File: config.mk
export PLATFORM = sky130hd
export DESIGN_NAME = tilexy_reqmort_sink
export DESIGN_NICKNAME = d
export VERILOG_FILES = /design/src/rtl/tilexy_reqmort_sink.sv
export SDC_FILE = /design/constraint.sdc
export NUM_CORES = 2
export LEC_CHECK = 0
export ABC_AREA = 1
export ABC_CLOCK_PERIOD_IN_PS = 61400
export BUFFER_PORTS_ARGS = -buffer_cell sky130_fd_sc_hd__buf_4
export CORE_MARGIN = 4
export CORE_UTILIZATION = 50
export DETAILED_ROUTE_END_ITERATION = 6
export GPL_ROUTABILITY_DRIVEN = 1
export PLACE_DENSITY = 0.65
export SKIP_CTS_REPAIR_TIMING = 1
export SYNTH_ARGS = -nofsm -noshare
export SYNTH_HDL_FRONTEND = slang
export SYNTH_SLANG_ARGS = --single-unit
File: constraint.sdc
create_clock -name clk -period 61.4 [get_ports clk]
set_input_delay 18.42 -clock clk [delete_from_list [all_inputs] [get_ports clk]]
set_output_delay 18.42 -clock clk [all_outputs]
set_load 0.01 [all_outputs]
File: src/rtl/tilexy_reqmort_sink.sv
// Request-line sink: buffers cluster FIFO lines and unrolls fills into BEATS x BEAT_W cache beats,
// with expunges on a separate one-shot port. Optional stat counters under TILEXY_SINK_STAT_EN.
module tilexy_reqmort_sink #(
    parameter int DEPTH  = 4,
    parameter int BEATS  = 8,
    parameter int BEAT_W = 66,
    parameter int AFULL  = 1
) (
    input  logic                      clk,
    input  logic                      rst,
    input  logic                      in_en,
    input  logic [BEATS*BEAT_W-1:0]   in_data,
    input  logic [36:0]               in_addr,
    input  logic [41:0]               in_size,
    input  logic                      in_expun,
    output logic                      almost_full,
    output logic                      ovf,
    output logic                      wr_en,
    input  logic                      wr_ready,
    output logic [BEAT_W-1:0]         wr_data,
    output logic [36:0]               wr_addr,
    output logic [$clog2(BEATS)-1:0]  wr_beat,
    output logic                      wr_last,
    output logic                      wr_shared,
    output logic                      wr_excl,
    output logic [39:0]               wr_phymsk,
    output logic                      ex_en,
    input  logic                      ex_ready,
    output logic [36:0]               ex_addr
`ifdef TILEXY_SINK_STAT_EN
    ,
    output logic [15:0]               stat_lines,
    output logic [15:0]               stat_drops
`endif
);

    localparam int LINE_W  = BEATS * BEAT_W;
    localparam int PTR_W   = $clog2(DEPTH);
    localparam int CNT_W   = PTR_W + 1;
    localparam int BEAT_CW = $clog2(BEATS);

    typedef struct packed {
        logic              expun;
        logic [41:0]       size;
        logic [36:0]       addr;
        logic [LINE_W-1:0] data;
    } entry_t;

    typedef enum logic [1:0] {
        S_IDLE,
        S_BEAT,
        S_EXPUN
    } state_t;

    entry_t             r_mem [DEPTH];
    logic [PTR_W-1:0]   r_wr_ptr;
    logic [PTR_W-1:0]   r_rd_ptr;
    logic [CNT_W-1:0]   r_count;
    logic               r_almost_full;
    logic               r_ovf;

    state_t             r_state;
    state_t             w_state_next;

    logic [LINE_W-1:0]  r_line;
    logic [36:0]        r_addr;
    logic [41:0]        r_size;
    logic [BEAT_CW-1:0] r_beat;
    logic               r_last;
    logic               r_wr_en;
    logic               r_ex_en;

    logic               w_push;
    logic               w_drop;
    logic               w_pop;
    logic               w_beat_hs;
    logic               w_last_hs;
    logic [CNT_W-1:0]   w_count_next;
    entry_t             w_head;

    // The full check uses the registered count, so a same-cycle pop never makes room for a push.
    assign w_push    = in_en && (r_count != CNT_W'(DEPTH));
    assign w_drop    = in_en && !w_push;
    assign w_pop     = (r_state == S_IDLE) && (r_count != '0);
    assign w_head    = r_mem[r_rd_ptr];
    assign w_beat_hs = (r_state == S_BEAT) && wr_ready;
    assign w_last_hs = w_beat_hs && (r_beat == BEAT_CW'(BEATS-1));

    // NOTE: every always_comb output gets a default first, so no path can leave it unassigned and infer a latch.
    always_comb begin
        w_count_next = r_count;
        if (w_push && !w_pop)
            w_count_next = r_count + CNT_W'(1);
        else if (!w_push && w_pop)
            w_count_next = r_count - CNT_W'(1);
    end

    always_comb begin
        w_state_next = r_state;
        unique case (r_state)
            S_IDLE:  if (w_pop) w_state_next = w_head.expun ? S_EXPUN : S_BEAT;
            S_BEAT:  if (w_last_hs) w_state_next = S_IDLE;
            S_EXPUN: if (ex_ready) w_state_next = S_IDLE;
            default: w_state_next = S_IDLE;
        endcase
    end

    // NOTE: the line storage has no reset; count and pointers define validity, so its contents never matter after reset.
    always_ff @(posedge clk) begin
        if (w_push)
            r_mem[r_wr_ptr] <= '{expun: in_expun, size: in_size, addr: in_addr, data: in_data};
    end

    // NOTE: sequential state uses non-blocking assignments only, so every flop samples pre-edge values.
    always_ff @(posedge clk or posedge rst) begin
        if (rst) begin
            r_wr_ptr      <= '0;
            r_rd_ptr      <= '0;
            r_count       <= '0;
            r_almost_full <= 1'b0;
            r_ovf         <= 1'b0;
        end else begin
            if (w_push) r_wr_ptr <= r_wr_ptr + PTR_W'(1);
            if (w_pop)  r_rd_ptr <= r_rd_ptr + PTR_W'(1);
            if (w_drop) r_ovf    <= 1'b1;
            r_count       <= w_count_next;
            r_almost_full <= (w_count_next >= CNT_W'(DEPTH-AFULL));
        end
    end

    always_ff @(posedge clk or posedge rst) begin
        if (rst) begin
            r_state <= S_IDLE;
            r_wr_en <= 1'b0;
            r_ex_en <= 1'b0;
        end else begin
            r_state <= w_state_next;
            r_wr_en <= (w_state_next == S_BEAT);
            r_ex_en <= (w_state_next == S_EXPUN);
        end
    end

    // The working line shifts down one beat per handshake, so wr_data is always its low slice.
    always_ff @(posedge clk or posedge rst) begin
        if (rst) begin
            r_line <= '0;
            r_addr <= '0;
            r_size <= '0;
            r_beat <= '0;
            r_last <= 1'b0;
        end else if (w_pop) begin
            r_line <= w_head.data;
            r_addr <= w_head.addr;
            r_size <= w_head.size;
            r_beat <= '0;
            r_last <= 1'b0;
        end else if (w_beat_hs) begin
            r_line <= r_line >> BEAT_W;
            if (w_last_hs) begin
                r_beat <= '0;
                r_last <= 1'b0;
            end else begin
                r_beat <= r_beat + BEAT_CW'(1);
                r_last <= (r_beat == BEAT_CW'(BEATS-2));
            end
        end
    end

`ifdef TILEXY_SINK_STAT_EN
    logic [15:0] r_stat_lines;
    logic [15:0] r_stat_drops;

    always_ff @(posedge clk or posedge rst) begin
        if (rst) begin
            r_stat_lines <= '0;
            r_stat_drops <= '0;
        end else begin
            if (w_last_hs && (r_stat_lines != 16'hFFFF)) r_stat_lines <= r_stat_lines + 16'd1;
            if (w_drop && (r_stat_drops != 16'hFFFF))    r_stat_drops <= r_stat_drops + 16'd1;
        end
    end

    assign stat_lines = r_stat_lines;
    assign stat_drops = r_stat_drops;
`endif

    assign almost_full = r_almost_full;
    assign ovf         = r_ovf;
    assign wr_en       = r_wr_en;
    assign wr_data     = r_line[BEAT_W-1:0];
    assign wr_addr     = r_addr;
    assign wr_beat     = r_beat;
    assign wr_last     = r_last;
    assign wr_shared   = r_size[41];
    assign wr_excl     = r_size[40];
    assign wr_phymsk   = r_size[39:0];
    assign ex_en       = r_ex_en;
    assign ex_addr     = r_addr;

endmodule

After elaboration in Yosys (flattened, before gate mapping)

Memories as Yosys holds them, arrays and structs flattened.
Cells that the tools add are included.

Add/sub/neg operators: 5
Order comparisons: 1
Equal/unequal tests: 7
Multiplexer cells: 17
Reductions and logical operators: 12

Operator list:

| operator                                            | number |
|---|---|
| 2-to-1 mux 528 bit                                  | 2 |
| 2-to-1 mux 3 bit                                    | 5 |
| 2-to-1 mux 2 bit                                    | 4 |
| logical AND 1 bit                                   | 7 |
| adder 3 x 1 -> 3 bit, second input constant         | 2 |
| equality test 3 bit, second input constant          | 2 |
| one-hot mux 2 bit (3 select lines)                  | 1 |
| 2-to-1 mux 1 bit                                    | 5 |
| adder 2 x 1 -> 2 bit, second input constant         | 2 |
| equality test 2 x 1 -> 1 bit, second input constant | 2 |
| equality test 2 bit, second input constant          | 2 |
| >= comparator 3 x 2 -> 1 bit, second input constant | 1 |
| inequality test 3 bit, second input constant        | 1 |
| nonzero test 3 bit                                  | 1 |
| subtractor 3 x 1 -> 3 bit, second input constant    | 1 |
| zero test 1 bit                                     | 2 |
| zero test 2 bit                                     | 1 |
| nonzero test 2 bit                                  | 1 |

Bits in registers: 624
Memory bits (writable): 2432
Bits of input ports: 613
Memories kept: 1

Memory list:

| name  | depth | bits a word | rd ports | clocked after memory_dff | wr ports | RTL line | text |
|---|---|---|---|---|---|---|---|
| r_mem | 4     | 608         | 1        | 0                        | 1        | 55       | `entry_t r_mem [DEPTH];` |

Longest topological paths before layout

Depth after elaboration: 7
Depth in mapped cells: 11

Worst setup path after synthesis

No wires, ideal clock.

Path type: input port to flip-flop
From: input port in_en
To: memory r_mem[0][0] (netlist name) (enable)
Setup time: 1.598 ns
Arrival time: 43.737 ns
Required time: 59.802 ns
Setup slack: 16.065 ns
Stages: 2
Path buffers: 0
Path through: nand2_1 > nor2_1

Cells in the longest elaborated chain, start to end: 3

RTL lines:

| item                                   | RTL line | text |
|---|---|---|
| from (decl)                            | 11       | `input logic in_en,` |
| logical AND 1 bit                      | 82       | `assign w_push = in_en && (r_count != CNT_W'(DEPTH));` |
| 2-to-1 mux 1 bit                       | 110      | `if (w_push)` |
| 2-to-1 mux 1 bit (not written as such) | 111      | `r_mem[r_wr_ptr] <= '{expun: in_expun, size: in_size, addr: in_addr, data: in_data};` |
| to (decl)                              | 55       |  |

No other way between the ends.

Worst setup path in the final report

From: input port in_en
To: memory r_mem[3][143] (netlist name) (enable)

The elaborated chain is that of the path after synthesis.

==> reports/metrics.yaml <==
drc: 0
rows: 178
powerDensity_nw_per_um2: 53.7
die-height_um: 496
avgViaCountPerCell: 5.70
maxcap_violations: 0
die_w_um: 496
cts_htree_levels: 5
grt_setup_unrepaired: "false"
dr.first_iter.drc_count: 8380
clock.fmax_mhz: 44.6
seq_area_um2: 88700
totalPowerFinal_w: 0.00736
setup_tns_ns: 0
fraction_of_final_layout_cells_with_drive_strength_greater_than_1_pct: 13.3
p_leak_nw: 51.4
holdCritPathClass: "flip-flop to flip-flop"
dieArea_um2: 246000
outcome: "finished clean"
final_critical_path_time_including_i_o_delays_and_setup_ns: 22.44
antenna_found_initial: 117
synth.yosys.seq_area_share_pct: 74.4
critical_path.endpoint_type: "flip-flop"
cts-root-to-sink-buffers: 4
netlist_instances: 9681
post_synth.cell_area_avg_um2: 12.3
worst-slew-pin-transition_ns: 1.17
clkTransAtPathRegs_ns: 0.06
synth_fp_nets: 10304
initial_standard_cell_utilization_of_the_core_pct: 50.5
grt_pass1_vias: 73646
num-nets-final: 10801
port-buffer-count: 802
cts_made_buffers: 327
firstDrtPassIters: 7
crit_path_start_kind: "input pin"
ant_nets: 0
post_dr_wirelength_cell_um: 24.3
clock_tree.root_cell: "sky130_fd_sc_hd__clkbuf_16"
cts_tree: "yes"
slew_viol_final: 0
setup_violations: 0
detailroute.via_count: 77804
max-vdd-ir-drop_uv: 70.5
timing_hold_violations_final: 0
timing.final.crit_share_pct: 36.5
maximum_net_fanout_on_the_critical_path: 60
overflow: 0
slew_limit_headroom_pct: 21.9
synthTopCellsByArea: "sky130_fd_sc_hd__edfxtp_1 61%, sky130_fd_sc_hd__dfrtp_1 13%, sky130_fd_sc_hd__a21oi_1 5.5%"
post-dp-hpwl_um: 196000
yosys_register_bits: 3056
synth.largest_area_cell: "sky130_fd_sc_hd__edfxtp_1"
numClockSinks: 3056
cp_data_arrival_time_ns: 22.94
global_route_wire_length_before_repair_um: 482000
routed_wire_length_um: 332000
post_synth_num_cell_types: 26
grt_use_total_pct: 26.2
required_ns: 61.90
areaGrowthSynthToFinish_pct: 15.0
coreArea_um2: 236000
ios: 803
synth.top_cell.area_share_pct: 61.3
final.setup_skew_ns: 0.0638
timing.setup.critical_path_class: "input pin to flip-flop"
netlist_area_um2: 119000
worstSkewPairLatency_ns: 0.93
yosysWarningCount: 0
multi_input_comb_area_um2: 23800
num-fill-cells: 18884
gp_routability_congestion: 0.805
maximum_number_of_pins_on_one_net_before_global_route_repair: 226
cell families (layout without fill, tap and decap cells):
logic type / Yosys count / after routing / share of synthesized area (%)
compound gates: 3019 / 3019 / 12.8
xor+xnor: 3 / 3 / 0.0221
fa+ha+maj: 10 / 10 / 0.105
buf+inv: 1561 / 2312 / 5.66
flops: 3056 / 3056 / 74.4
other cells: 0 / 64 / 0
simple gates: 2032 / 2032 / 6.97
state kept, by name (all words and copies together) (netlist names):
register,flops
r_mem,2432
r_line,528
r_size,42
ex_addr,37
r_count,3
wr_beat,3
r_rd_ptr,2
r_state,2
r_wr_ptr,2
almost_full,1
ex_en,1
ovf,1
wr_en,1
wr_last,1
power by group:
group	switching (W)	leakage [nW]	total [W]	internal, W
sequential	0.000302	29.6	0.00313	0.00283
clock	0.000775	5.04	0.00190	0.00112
combinational	0.00164	16.7	0.00233	0.000686
total	0.00272	51.4	0.00736	0.00464
cell type report:
cell class,count,area share [%]
inverters,816,2.25
flip-flops and latches,3056,64.7
multi-input cells,5064,17.4
diodes,64,0.117
clock inverters,128,0.889
clock buffers,455,6.64
well taps,3150,2.88
repair buffers,913,5.14
metal layers:
layer	vias to the layer above	track usage, %	wire, um
li1	35249	-	-
met1	38847	37.4	137000
met2	3110	39.7	152000
met3	522	6.35	31900
met4	76	8.97	10500
met5	-	0	543
layout by cell type, fill, tap and decap left out, drive strengths merged, types with 13 or more instances in the layout:
| master | count |
|---|---|
| edfxtp | 2432 |
| o21ai | 1549 |
| a21oi | 1320 |
| nor2 | 936 |
| buf | 913 |
| inv | 825 |
| dfrtp | 624 |
| nand2 | 556 |
| nand3 | 537 |
| clkbuf | 455 |
| clkinv | 84 |
| a31oi | 79 |
| o22ai | 66 |
| diode | 64 |
| bufinv | 22 |
| clkinvlp | 13 |
synth_stat cells (all sizes together):
library cell  number
o22ai             66
a31oi             79
clkbuf           340
buf              405
dfrtp            624
nor3               1
edfxtp          2432
nor2             936
o21bai             2
xor2               3
o31ai              1
a21oi           1320
ha                10
o211ai             1
a31o               1
nand2            556
nand4              2
o21ai           1549
inv              816
nand3            537
worst paths after layout:
kind | from | to | slack (ns) | depth (start not counted)
min reg2reg | r_line[459] | r_line[459] | 0.48 | 2
min in group asynchronous | rst | ex_addr[5] | 17.54 | 2
max reg2reg | r_count[0] | r_mem[3][143] | 55.74 | 9
min | r_line[459] | r_line[459] | 0.48 | 2
max in group asynchronous | rst | r_line[426] | 40.72 | 5
max | in_en | r_mem[3][143] | 38.96 | 7
metrics by stage:
stage	worst slack (ns)	hold WS, ns	util (%)	std cells	area, um^2
final	38.96	0.478	58.0	13646	137000
after global routing	38.69	0.497	58.0	13614	137000
after CTS	38.94	0.482	58.0	13582	137000
after detailed placement	37.97	0.467	53.6	12999	127000
after global placement	37.97	0.461	53.6	12999	127000
after floorplan	16.06	0.448	-	9681	119000
critical path, cell delays in order:
cell and delay, ns:
sky130_fd_sc_hd__buf_4 0.09, sky130_fd_sc_hd__nand2_1 0.31, sky130_fd_sc_hd__nor2_4 0.80, sky130_fd_sc_hd__buf_4 0.68, sky130_fd_sc_hd__buf_4 0.77, sky130_fd_sc_hd__buf_4 0.84
sky130_fd_sc_hd__buf_4 0.78
Power figures use the tool's default switching activity.
